$ cat config.mk
export PLATFORM = sky130hd
export DESIGN_NAME = wave_generator_flat
export DESIGN_NICKNAME = d
export VERILOG_FILES = /design/src/rtl/wave_generator_if.sv /design/src/rtl/wave_generator.sv /design/src/flat_wrapper.sv
export SDC_FILE = /design/constraint.sdc
export NUM_CORES = 1
export LEC_CHECK = 0
export BUFFER_PORTS_ARGS = -buffer_cell sky130_fd_sc_hd__buf_2
export CAP_MARGIN = 20
export CORE_MARGIN = 2
export CORE_UTILIZATION = 55
export CTS_CLUSTER_DIAMETER = 100
export DETAILED_ROUTE_END_ITERATION = 7
export GPL_TIMING_DRIVEN = 1
export MAX_ROUTING_LAYER = met4
export PLACE_DENSITY = 0.74
export SLEW_MARGIN = 20
export SYNTH_ARGS = -nofsm -noshare
export SYNTH_HDL_FRONTEND = slang
export SYNTH_SLANG_ARGS = --single-unit
$ cat constraint.sdc
create_clock -name clk_i -period 15.3 [get_ports clk_i]
set_input_delay 0 -clock clk_i [delete_from_list [all_inputs] [get_ports clk_i]]
set_output_delay 0 -clock clk_i [all_outputs]
set_load 0.1 [all_outputs]
$ cat src/rtl/wave_generator_if.sv
// Sample stream between the wave generator and its sink.
//   data  : sample value
//   first : high on the first sample of each waveform period
//   valid : sample valid (source)
//   ready : sink ready (sink)
// master = generator side, slave = sink side.
interface wave_generator_if #(
    parameter int unsigned DATA_WIDTH = 16
);
    logic [DATA_WIDTH-1:0] data;
    logic                  first;
    logic                  valid;
    logic                  ready;

    modport master (output data, output first, output valid, input ready);
    modport slave  (input data, input first, input valid, output ready);
endinterface

$ cat src/rtl/wave_generator.sv
// Runtime-configurable waveform generator (saw-up, saw-down, triangle, square)
// with a valid/ready output stream and double-buffered configuration that is
// only applied on a period boundary.
//   clk_i, a_rst_n_i   : clock, async active-low reset
//   enable_i           : run request (level)
//   cfg_load_i         : pulse, captures cfg_* into the pending config
//   cfg_mode_i         : 0 saw_p, 1 saw_n, 2 tri, 3 square
//   cfg_step_i/min/max : increment and bounds
//   cfg_high_len_i/low_len_i : square phase lengths (0 acts as 1)
//   cfg_err_o          : sticky reject flag, cleared by the next accepted load
//   m                  : output sample stream (master)
module wave_generator #(
    parameter int unsigned DATA_WIDTH = 16,
    parameter int unsigned CNT_WIDTH  = 16
) (
    input  logic                  clk_i,
    input  logic                  a_rst_n_i,
    input  logic                  enable_i,
    input  logic                  cfg_load_i,
    input  logic [1:0]            cfg_mode_i,
    input  logic [DATA_WIDTH-1:0] cfg_step_i,
    input  logic [DATA_WIDTH-1:0] cfg_min_i,
    input  logic [DATA_WIDTH-1:0] cfg_max_i,
    input  logic [CNT_WIDTH-1:0]  cfg_high_len_i,
    input  logic [CNT_WIDTH-1:0]  cfg_low_len_i,
    output logic                  cfg_err_o,
    wave_generator_if.master      m
);
    localparam int unsigned SUM_WIDTH = DATA_WIDTH + 1;
    localparam logic [CNT_WIDTH-1:0] LEN_RESET = CNT_WIDTH'(1) << (CNT_WIDTH - 1);

    typedef enum logic [1:0] {
        MODE_SAW_P  = 2'd0,
        MODE_SAW_N  = 2'd1,
        MODE_TRI    = 2'd2,
        MODE_SQUARE = 2'd3
    } mode_e;

    typedef enum logic {
        ST_IDLE = 1'b0,
        ST_RUN  = 1'b1
    } state_e;

    typedef struct packed {
        mode_e                 mode;
        logic [DATA_WIDTH-1:0] step;
        logic [DATA_WIDTH-1:0] min;
        logic [DATA_WIDTH-1:0] max;
        logic [CNT_WIDTH-1:0]  high_len;
        logic [CNT_WIDTH-1:0]  low_len;
    } cfg_t;

    localparam cfg_t CFG_RESET = {MODE_SAW_P, DATA_WIDTH'(1), {DATA_WIDTH{1'b0}},
                                  {DATA_WIDTH{1'b1}}, LEN_RESET, LEN_RESET};

    state_e                state_q, state_d;
    logic [DATA_WIDTH-1:0] data_q, data_d;
    logic                  first_q, first_d;
    logic                  valid_q, valid_d;
    logic                  dir_q, dir_d;       // tri: 1 = counting down
    logic                  phase_q, phase_d;   // square: 1 = low phase
    logic [CNT_WIDTH-1:0]  cnt_q, cnt_d;       // square: samples emitted in phase
    cfg_t                  act_q, act_d;
    cfg_t                  pend_q, pend_d;
    logic                  pend_flag_q, pend_flag_d;
    logic                  err_q, err_d;

    logic [SUM_WIDTH-1:0]  sum_up;
    logic [SUM_WIDTH-1:0]  min_plus_step;
    logic [DATA_WIDTH-1:0] diff_dn;
    logic [CNT_WIDTH-1:0]  high_eff, low_eff;
    logic [DATA_WIDTH-1:0] nxt_data;
    logic                  nxt_wrap;
    logic                  nxt_dir, nxt_phase;
    logic [CNT_WIDTH-1:0]  nxt_cnt;
    cfg_t                  new_cfg;
    logic                  restart;

    // Successor of the current sample under the active config; nxt_wrap marks
    // that the next sample starts a new period (start value chosen separately).
    always_comb begin : next_sample
        sum_up        = SUM_WIDTH'(data_q) + SUM_WIDTH'(act_q.step);
        min_plus_step = SUM_WIDTH'(act_q.min) + SUM_WIDTH'(act_q.step);
        diff_dn       = data_q - act_q.step;
        high_eff      = (act_q.high_len == '0) ? CNT_WIDTH'(1) : act_q.high_len;
        low_eff       = (act_q.low_len == '0) ? CNT_WIDTH'(1) : act_q.low_len;
        nxt_data      = data_q;
        nxt_wrap      = 1'b0;
        nxt_dir       = dir_q;
        nxt_phase     = phase_q;
        nxt_cnt       = cnt_q;
        case (act_q.mode)
            MODE_SAW_P: begin
                if (sum_up > SUM_WIDTH'(act_q.max)) nxt_wrap = 1'b1;
                else                                nxt_data = sum_up[DATA_WIDTH-1:0];
            end
            MODE_SAW_N: begin
                if (SUM_WIDTH'(data_q) < min_plus_step) nxt_wrap = 1'b1;
                else                                    nxt_data = diff_dn;
            end
            MODE_TRI: begin
                if (!dir_q) begin
                    if (sum_up >= SUM_WIDTH'(act_q.max)) begin
                        nxt_data = act_q.max;
                        nxt_dir  = 1'b1;
                    end else begin
                        nxt_data = sum_up[DATA_WIDTH-1:0];
                    end
                end else begin
                    if (SUM_WIDTH'(data_q) <= min_plus_step) nxt_wrap = 1'b1;
                    else                                     nxt_data = diff_dn;
                end
            end
            default: begin
                if (!phase_q) begin
                    if (cnt_q < high_eff) begin
                        nxt_cnt = cnt_q + CNT_WIDTH'(1);
                    end else begin
                        nxt_data  = act_q.min;
                        nxt_phase = 1'b1;
                        nxt_cnt   = CNT_WIDTH'(1);
                    end
                end else begin
                    if (cnt_q < low_eff) nxt_cnt = cnt_q + CNT_WIDTH'(1);
                    else                 nxt_wrap = 1'b1;
                end
            end
        endcase
    end

    // FSM next state, handshake, config apply and load handling.
    always_comb begin : next_state
        state_d     = state_q;
        data_d      = data_q;
        first_d     = first_q;
        valid_d     = valid_q;
        dir_d       = dir_q;
        phase_d     = phase_q;
        cnt_d       = cnt_q;
        act_d       = act_q;
        pend_d      = pend_q;
        pend_flag_d = pend_flag_q;
        err_d       = err_q;
        restart     = 1'b0;
        new_cfg     = pend_flag_q ? pend_q : act_q;

        case (state_q)
            ST_IDLE: begin
                if (enable_i) begin
                    restart = 1'b1;
                    state_d = ST_RUN;
                end
            end
            default: begin
                if (valid_q && m.ready) begin
                    if (enable_i) begin
                        if (nxt_wrap) begin
                            restart = 1'b1;
                        end else begin
                            data_d  = nxt_data;
                            first_d = 1'b0;
                            dir_d   = nxt_dir;
                            phase_d = nxt_phase;
                            cnt_d   = nxt_cnt;
                        end
                    end else begin
                        valid_d = 1'b0;
                        first_d = 1'b0;
                        state_d = ST_IDLE;
                    end
                end
            end
        endcase

        // Period start: take pending config and emit the start value of its mode.
        if (restart) begin
            act_d       = new_cfg;
            pend_flag_d = 1'b0;
            data_d      = (new_cfg.mode == MODE_SAW_N || new_cfg.mode == MODE_SQUARE) ?
                          new_cfg.max : new_cfg.min;
            first_d     = 1'b1;
            valid_d     = 1'b1;
            dir_d       = 1'b0;
            phase_d     = 1'b0;
            cnt_d       = CNT_WIDTH'(1);
        end

        // Evaluated after the apply so a same-cycle load stays pending.
        if (cfg_load_i) begin
            if (cfg_min_i >= cfg_max_i || cfg_step_i == '0) begin
                err_d = 1'b1;
            end else begin
                pend_d.mode     = mode_e'(cfg_mode_i);
                pend_d.step     = cfg_step_i;
                pend_d.min      = cfg_min_i;
                pend_d.max      = cfg_max_i;
                pend_d.high_len = cfg_high_len_i;
                pend_d.low_len  = cfg_low_len_i;
                pend_flag_d     = 1'b1;
                err_d           = 1'b0;
            end
        end
    end

    // State and output registers.
    always_ff @(posedge clk_i or negedge a_rst_n_i) begin
        if (!a_rst_n_i) begin
            state_q     <= ST_IDLE;
            data_q      <= '0;
            first_q     <= 1'b0;
            valid_q     <= 1'b0;
            dir_q       <= 1'b0;
            phase_q     <= 1'b0;
            cnt_q       <= CNT_WIDTH'(1);
            act_q       <= CFG_RESET;
            pend_q      <= CFG_RESET;
            pend_flag_q <= 1'b0;
            err_q       <= 1'b0;
        end else begin
            state_q     <= state_d;
            data_q      <= data_d;
            first_q     <= first_d;
            valid_q     <= valid_d;
            dir_q       <= dir_d;
            phase_q     <= phase_d;
            cnt_q       <= cnt_d;
            act_q       <= act_d;
            pend_q      <= pend_d;
            pend_flag_q <= pend_flag_d;
            err_q       <= err_d;
        end
    end

    assign cfg_err_o = err_q;
    assign m.data    = data_q;
    assign m.first   = first_q;
    assign m.valid   = valid_q;
endmodule

$ cat src/flat_wrapper.sv
// flat-port wrapper written by rule: the top's interface ports become plain ports
module wave_generator_flat 
#(
    parameter int unsigned DATA_WIDTH = 16,
    parameter int unsigned CNT_WIDTH  = 16
)
  (clk_i, a_rst_n_i, enable_i, cfg_load_i, cfg_mode_i, cfg_step_i, cfg_min_i, cfg_max_i, cfg_high_len_i, cfg_low_len_i, cfg_err_o, m_data, m_first, m_valid, m_ready);
  wave_generator_if #(.DATA_WIDTH(DATA_WIDTH)) m_i ();
  input  logic clk_i;
  input  logic a_rst_n_i;
  input  logic enable_i;
  input  logic cfg_load_i;
  input  logic [1:0] cfg_mode_i;
  input  logic [DATA_WIDTH-1:0] cfg_step_i;
  input  logic [DATA_WIDTH-1:0] cfg_min_i;
  input  logic [DATA_WIDTH-1:0] cfg_max_i;
  input  logic [CNT_WIDTH-1:0] cfg_high_len_i;
  input  logic [CNT_WIDTH-1:0] cfg_low_len_i;
  output logic cfg_err_o;
  output wire logic [$bits(m_i.data)-1:0] m_data;
  output wire logic [$bits(m_i.first)-1:0] m_first;
  output wire logic [$bits(m_i.valid)-1:0] m_valid;
  input wire logic [$bits(m_i.ready)-1:0] m_ready;
  assign m_data = m_i.data;
  assign m_first = m_i.first;
  assign m_valid = m_i.valid;
  assign m_i.ready = m_ready;
  wave_generator #(.DATA_WIDTH(DATA_WIDTH), .CNT_WIDTH(CNT_WIDTH)) u_core (.clk_i(clk_i), .a_rst_n_i(a_rst_n_i), .enable_i(enable_i), .cfg_load_i(cfg_load_i), .cfg_mode_i(cfg_mode_i), .cfg_step_i(cfg_step_i), .cfg_min_i(cfg_min_i), .cfg_max_i(cfg_max_i), .cfg_high_len_i(cfg_high_len_i), .cfg_low_len_i(cfg_low_len_i), .cfg_err_o(cfg_err_o), .m(m_i));
endmodule
* Yosys cells after proc, flatten, opt, wreduce, memory -nomap -nowiden
Index checks and enable logic that the tools add are counted.
** Operators by class
- Div/mod/pow operators :: 0
- Bitwise gates (word level) :: 1
- Reductions and logical operators :: 20
- Mux-type cells :: 69
- Multipliers :: 0
- Eq/ne operators :: 14
- Shift-type cells :: 0
- Magnitude comparators :: 7
- $add $sub $neg :: 4
** Operators by type and width (number)
- 16-bit 2-to-1 mux :: 24
- 82-bit 2-to-1 mux :: 1
- 16-bit zero test :: 3
- 16-bit one-hot mux with 3 select lines :: 1
- 1-bit 2-to-1 mux :: 42
- 16-bit by 16-bit adder with 17-bit output :: 2
- 16-bit less-than comparator :: 2
- 17-bit by 16-bit >= comparator with 1-bit output :: 1
- 17-bit by 16-bit greater-than comparator with 1-bit output :: 1
- 16-bit by 17-bit less-or-equal comparator with 1-bit output :: 1
- 16-bit by 17-bit less-than comparator with 1-bit output :: 1
- 16-bit by 1-bit adder with 16-bit output (second input constant) :: 1
- 16-bit >= comparator :: 1
- 16-bit subtractor :: 1
- 5-bit AND reduction :: 2
- 9-bit AND reduction :: 1
- 2-bit nonzero test :: 4
- 3-bit by 2-bit != test with 1-bit output (second input constant) :: 2
- 3-bit != test (second input constant) :: 2
- 3-bit AND reduction :: 2
- 6-bit AND reduction :: 1
- 5-bit by 4-bit != test with 1-bit output (second input constant) :: 1
- 5-bit != test (second input constant) :: 1
- 2-bit by 1-bit equality test with 1-bit output (second input constant) :: 2
- other kinds (11) :: 15
** Word-level totals
- Word-level logic and storage cells :: 136
- Memories :: 0
- Latch bits :: 0
- Output and inout port bits :: 19
- Bits in read-only memories :: 0
- Memory bits (writable) :: 0
- Bits in registers :: 203

* Depth between registers and ports, before layout
- Depth after elaboration :: 13
- Gate-level depth with buffers :: 24
- Gate-level depth less buffers :: 22

* Worst setup path before layout
Ideal clock, no wire load.
- Path type :: register to register
- From :: register u_core.data_q[6] (netlist: u_core.m.data[6])
- To :: register u_core.data_q[12] (netlist: u_core.m.data[12])
- Cell stages (with the launch flop) :: 23
- Library setup time :: 0.126 ns
- Data required time :: 15.174 ns
- Arrival :: 5.259 ns
- Slack :: 9.915 ns
- Path through :: dfrtp_1 ha_1 clkbuf_1 inv_1 a2111oi_0 a21oi_1 a211oi_1 o21bai_1 or3_1 a21oi_1 xnor2_1 ha_1 a21oi_1 nand3_1 nor2_1 o211ai_1 a211oi_2 nor2_1 buf_2 a222oi_1 nand2_1 a31o_2 mux2_2
** On the way
- Longest elaborated chain between the ends :: 10
** RTL lines
- from (decl) :: RTL line wave_generator.sv:57 : logic [DATA_WIDTH-1:0] data_q, data_d;
- from (signal assigned) :: RTL line wave_generator.sv:221 : data_q <= data_d;
- 16-bit by 16-bit adder with 17-bit output / 16-bit by 17-bit less-or-equal comparator with 1-bit output (equally long branches) :: RTL line wave_generator.sv:82, wave_generator.sv:110
- 17-bit by 16-bit greater-than comparator with 1-bit output, or another cell as far along :: RTL line wave_generator.sv:94 : if (sum_up > SUM_WIDTH'(act_q.max)) nxt_wrap = 1'b1;
- 1-bit 2-to-1 mux, or another cell as far along :: RTL line wave_generator.sv:94
- 1-bit one-hot mux with 3 select lines / 16-bit 2-to-1 mux (equally long branches) :: RTL line wave_generator.sv:92, wave_generator.sv:102
- 1-bit 2-to-1 mux / 16-bit one-hot mux with 3 select lines (equally long branches) :: RTL line wave_generator.sv:157, wave_generator.sv:92
- 1-bit 2-to-1 mux / 16-bit 2-to-1 mux (equally long branches) :: RTL line wave_generator.sv:156, wave_generator.sv:157
- 1-bit 2-to-1 mux / 16-bit 2-to-1 mux (equally long branches) :: RTL line wave_generator.sv:155, wave_generator.sv:156
- 1-bit 2-to-1 mux / 16-bit 2-to-1 mux (equally long branches) :: RTL line wave_generator.sv:147, wave_generator.sv:155
- 5-bit != test (no source line), or another cell as far along
- 9-bit AND reduction (no source line) / 16-bit 2-to-1 mux (equally long branches)
Several ways; a longest one is shown, not always the timed one. The select of a mux whose other input is x is not followed.
A chain may end at the register's enable or synchronous reset.

* Worst setup path after layout
- From :: register u_core.data_q[1] (netlist: u_core.m.data[1])
- To :: register u_core.cnt_q[2]
** On the way
- Longest elaborated chain between the ends :: 10
** RTL lines
- 16-bit by 16-bit adder with 17-bit output / 16-bit by 17-bit less-or-equal comparator with 1-bit output (equally long branches) :: RTL line wave_generator.sv:82, wave_generator.sv:110
- 17-bit by 16-bit greater-than comparator with 1-bit output / 1-bit 2-to-1 mux (equally long branches) :: RTL line wave_generator.sv:94, wave_generator.sv:110
- 1-bit 2-to-1 mux, on equally long branches :: RTL line wave_generator.sv:94, wave_generator.sv:102
- 1-bit one-hot mux with 3 select lines * :: RTL line wave_generator.sv:92 : case (act_q.mode)
- 1-bit 2-to-1 mux :: RTL line wave_generator.sv:157 : if (nxt_wrap) begin
- 1-bit 2-to-1 mux :: RTL line wave_generator.sv:156 : if (enable_i) begin
- 1-bit 2-to-1 mux :: RTL line wave_generator.sv:155 : if (valid_q && m.ready) begin
- 1-bit 2-to-1 mux :: RTL line wave_generator.sv:147 : case (state_q)
- 3-bit != test (no source line), or another cell as far along
- 6-bit AND reduction (no source line)
- to (signal assigned) :: RTL line wave_generator.sv:226 : cnt_q <= cnt_d;
- to (decl) :: RTL line wave_generator.sv:62 : logic [CNT_WIDTH-1:0] cnt_q, cnt_d;
Every way passes the cells marked *; elsewhere a longest branch is shown, timed or not.

==> impl_metrics.yaml <==
cts:
  clk_latency_ns: 0.53
  cts_tree: "yes"
  cts_bufs_inserted: 23
  cts.clk_slew.worst_paths_ns: 0.07
  max-clock-path-buffers: 3
  post-cts-setup-buffer-count: 0
  clockRootBuffer: "sky130_fd_sc_hd__clkbuf_16"
  clock-sinks: 203
  cts.htree.levels: 1
sta:
  setup_viol: 0
  rsz0062_at_grt: "no"
  timing.final.crit_share: 0.3778
  period_minus_slack_ns: 5.780
  hold_violations: 0
  slew-limit-headroom: 0.3017
  finalSetupTns_ns: 0
  skew_ns: 0.02301
  timing.final.max_slew_violations: 0
  max_clock_freq_ghz: 0.1730
  worst_slew_pin_slew_ns: 1.044
placement:
  gpl.final_weighted_congestion: 0.9505
  dpl_cell_area_um2: 13870
  place.port_buffers: 105
  detailed_place_hpwl_mm: 23.96
global_route:
  global_route.usage.total: 0.2746
  overflow: 0
  antenna_violations_before_repair: 0
  grt_pass1_wl_mm: 52.93
  grt_start_max_net_pins: 86
  first_global_vias: 10090
synthesis:
  synth.yosys.seq_area_share: 0.3924
  yosysWarnings: 0
  ys_dominant_reg_cell: "sky130_fd_sc_hd__dfrtp_1"
  post-synth-top-area-cell: "sky130_fd_sc_hd__dfrtp_1"
  netlist_area_um2: 13070
  synth_enable_flop_cells: 0
  synthDominantCellAreaShare: 0.3140
  synth_area_per_cell_um2: 10.28
  syn-instance-count: 1271
  synth.net_count: 1491
  post_synthesis_async_set_or_reset_flop_share: 1.000
  postSynthRegisterBits: 203
  synth.area.top_cells: "sky130_fd_sc_hd__dfrtp_1 (31%), sky130_fd_sc_hd__mux2_2 (13%), sky130_fd_sc_hd__ha_1 (12%)"
  synthDistinctLibCells: 72
critical_path:
  critical_path.n_buffers_inverters: 1
  cp_slowest_stage_delay_ns: 0.64
  critPathMaxFanout: 28
  setup.worst_path.start_class: "register"
  crit_arrival_ns: 6.20
  setup.worst_path.class: "reg2reg"
  cp_cell_sequence: "ha_1 > nor2b_1 > o311ai_0 > a21oi_1 > a211oi_1 > o21bai_1 > or3_1 > a21oi_1 > xnor2_1 > ha_1 > a21oi_1 > nand3_1 > nor2_1 > o21ai_0 > nand3_1 > nand3_1 > o311a_1 > buf_4 > nor3_4 > nand2_1 > o21ai_0"
  cp_slowest_cell: "sky130_fd_sc_hd__nor3_4"
  required_worst_endpoint_ns: 15.72
  critical-path-top-delay-family: "compound AO/OA/AOI/OAI gates"
  worstSetupEndpointType: "register"
route:
  remaining_routing_drc_violations: 0
  detailroute.via_count: 10524
  antenna_left: 0
  dr.pass1.iters: 5
  drtIter0Drc: 645
  drt-vias-per-instance: 5.892
  drt-total-wl_mm: 33.33
  detail_route.wl_per_cell_um: 18.66
floorplan:
  dieHeight_um: 158.2
  effective_utilization_at_floorplan: 0.5585
  pin_count: 106
  core_um2: 23400
  die_w_um: 158.2
  num_rows: 56
  die_area_um2: 25010
outcome:
  run_status: "complete, no violations"
worst_hold_path:
  worstHoldPathType: "in2async"
power_and_ir_drop:
  leakage_nw: 7.296
  power_density_nw_per_um2: 208.6
  power.ir.vdd_worst_v: 0.0001227
layout:
  finalInstanceArea_um2: 15560
  post_route_cells_drive_above_1_share: 0.2435
  mostFrequentLayoutCell: "sky130_fd_sc_hd__dfrtp_1"
  layout_common_cells: "sky130_fd_sc_hd__dfrtp_1 (164), sky130_fd_sc_hd__mux2_2 (154), sky130_fd_sc_hd__ha_1 (130)"
  flow.area_growth_from_synthesis_pct: 19.06
  design.final.nets: 1669
flow_run:
  maxCapViolations: 0
-- what timing repair did --
action,4_1_cts,5_1_grt
hold buffers,87,0
endpoints found under the hold margin,170,0
gates resized for setup,0,0
-- final cells by class --
type | instances | area, µm²
sequential | 203 | 5129
timing repair buffer | 199 | 1458
tap | 319 | 399.1
clock inverter | 11 | 172.7
multi-input combinational | 917 | 7371
inverter | 105 | 394.1
antenna | 1 | 2.502
clock buffer | 31 | 635.6
fill | 1826 | 7841
-- cells by family (layout without fill, tap and decap cells) --
family	after synthesis	in the layout	share of synthesized area
AO/OA/AOI/OAI	284	284	0.1498
AND/OR/NAND/NOR	282	282	0.1051
flip-flops	203	203	0.3924
multiplexers	178	178	0.1511
buffers and inverters	151	346	0.04576
adder cells (fa/ha/maj)	133	133	0.1290
XOR/XNOR	40	40	0.02680
other	0	1	0
-- metal layers --
metal  vias up  share of wire  wire length (µm)  track usage
li1       4982              -                 -            -
met1      5206           0.48             15960       0.4012
met2       307           0.44             14760       0.4124
met3        29          0.067              2223      0.03559
met4         0          0.011               383      0.05577
met5         -              0                 0            -
-- synthesized netlist by cell type, types with 8 or more instances --
master                     count
sky130_fd_sc_hd__nor2b_1      15
sky130_fd_sc_hd__nand2b_1     16
sky130_fd_sc_hd__nor4_1       22
sky130_fd_sc_hd__ha_1        130
sky130_fd_sc_hd__nor2_1       59
sky130_fd_sc_hd__and3_1        9
sky130_fd_sc_hd__clkbuf_1     29
sky130_fd_sc_hd__mux2i_1      24
sky130_fd_sc_hd__dfrtp_1     164
sky130_fd_sc_hd__o21ai_0      64
sky130_fd_sc_hd__buf_2        13
sky130_fd_sc_hd__a211oi_1     21
sky130_fd_sc_hd__o211ai_1      8
sky130_fd_sc_hd__xnor2_1      32
sky130_fd_sc_hd__nand3_1      35
sky130_fd_sc_hd__inv_1       105
sky130_fd_sc_hd__dfstp_2      39
sky130_fd_sc_hd__a21o_1       27
sky130_fd_sc_hd__a221oi_1     15
sky130_fd_sc_hd__a31oi_1       8
sky130_fd_sc_hd__xor2_1        8
sky130_fd_sc_hd__mux2_2      154
sky130_fd_sc_hd__nand2_1      87
sky130_fd_sc_hd__a21oi_1      63
sky130_fd_sc_hd__nor3_1        9
sky130_fd_sc_hd__nand4_1      13
-- final timing paths --
| check | start | to | slack [ns] | depth (start not counted) |
|---|---|---|---|---|
| worst max-delay path | u_core.m.data[1] | u_core.cnt_q[2] | 9.52 | 21 |
| worst min-delay path | a_rst_n_i | u_core.m.data[12] | 0.09 | 2 |
| worst max register to register | u_core.m.data[1] | u_core.cnt_q[2] | 9.52 | 21 |
| worst min register to register | u_core.cfg_err_o | u_core.cfg_err_o | 0.50 | 1 |
| max in group asynchronous | a_rst_n_i | u_core.act_q[14] | 13.23 | 4 |
| min in group clk_i | cfg_mode_i[1] | u_core.pend_q[81] | 0.24 | 3 |
-- power breakdown --
part,switching [mW],internal [mW]
sequential,0.200,0.712
clock,0.227,0.361
combinational,1.03,0.719
total,1.45,1.79
-- stage by stage --
step / instances / hold slack, ns / power, mW / util / worst slack, ns
2_1_floorplan: 1271 / -0.2956 / 2.172 / - / 9.915
3_3_place_gp: 1656 / 0.09490 / 2.570 / 0.5927 / 9.583
3_5_place_dp: 1656 / 0.1053 / 2.601 / 0.5927 / 9.526
4_1_cts: 1785 / 0.1126 / 3.223 / 0.6645 / 9.471
5_1_grt: 1785 / 0.1618 / 3.463 / 0.6648 / 9.076
6_report: 1786 / 0.09379 / 3.245 / 0.6649 / 9.520
-- sequential cells by signal, summed over array words and instances (netlist names), named ones only --
name                flops
u_core.dir_q            1
u_core.m.valid          1
u_core.cnt_q           16
u_core.phase_q          1
u_core.state_q          1
u_core.m.data          16
u_core.cfg_err_o        1
u_core.pend_q          82
u_core.m.first          1
u_core.act_q           81
u_core.pend_flag_q      1
Note: power is estimated with default switching activity, not from simulation.
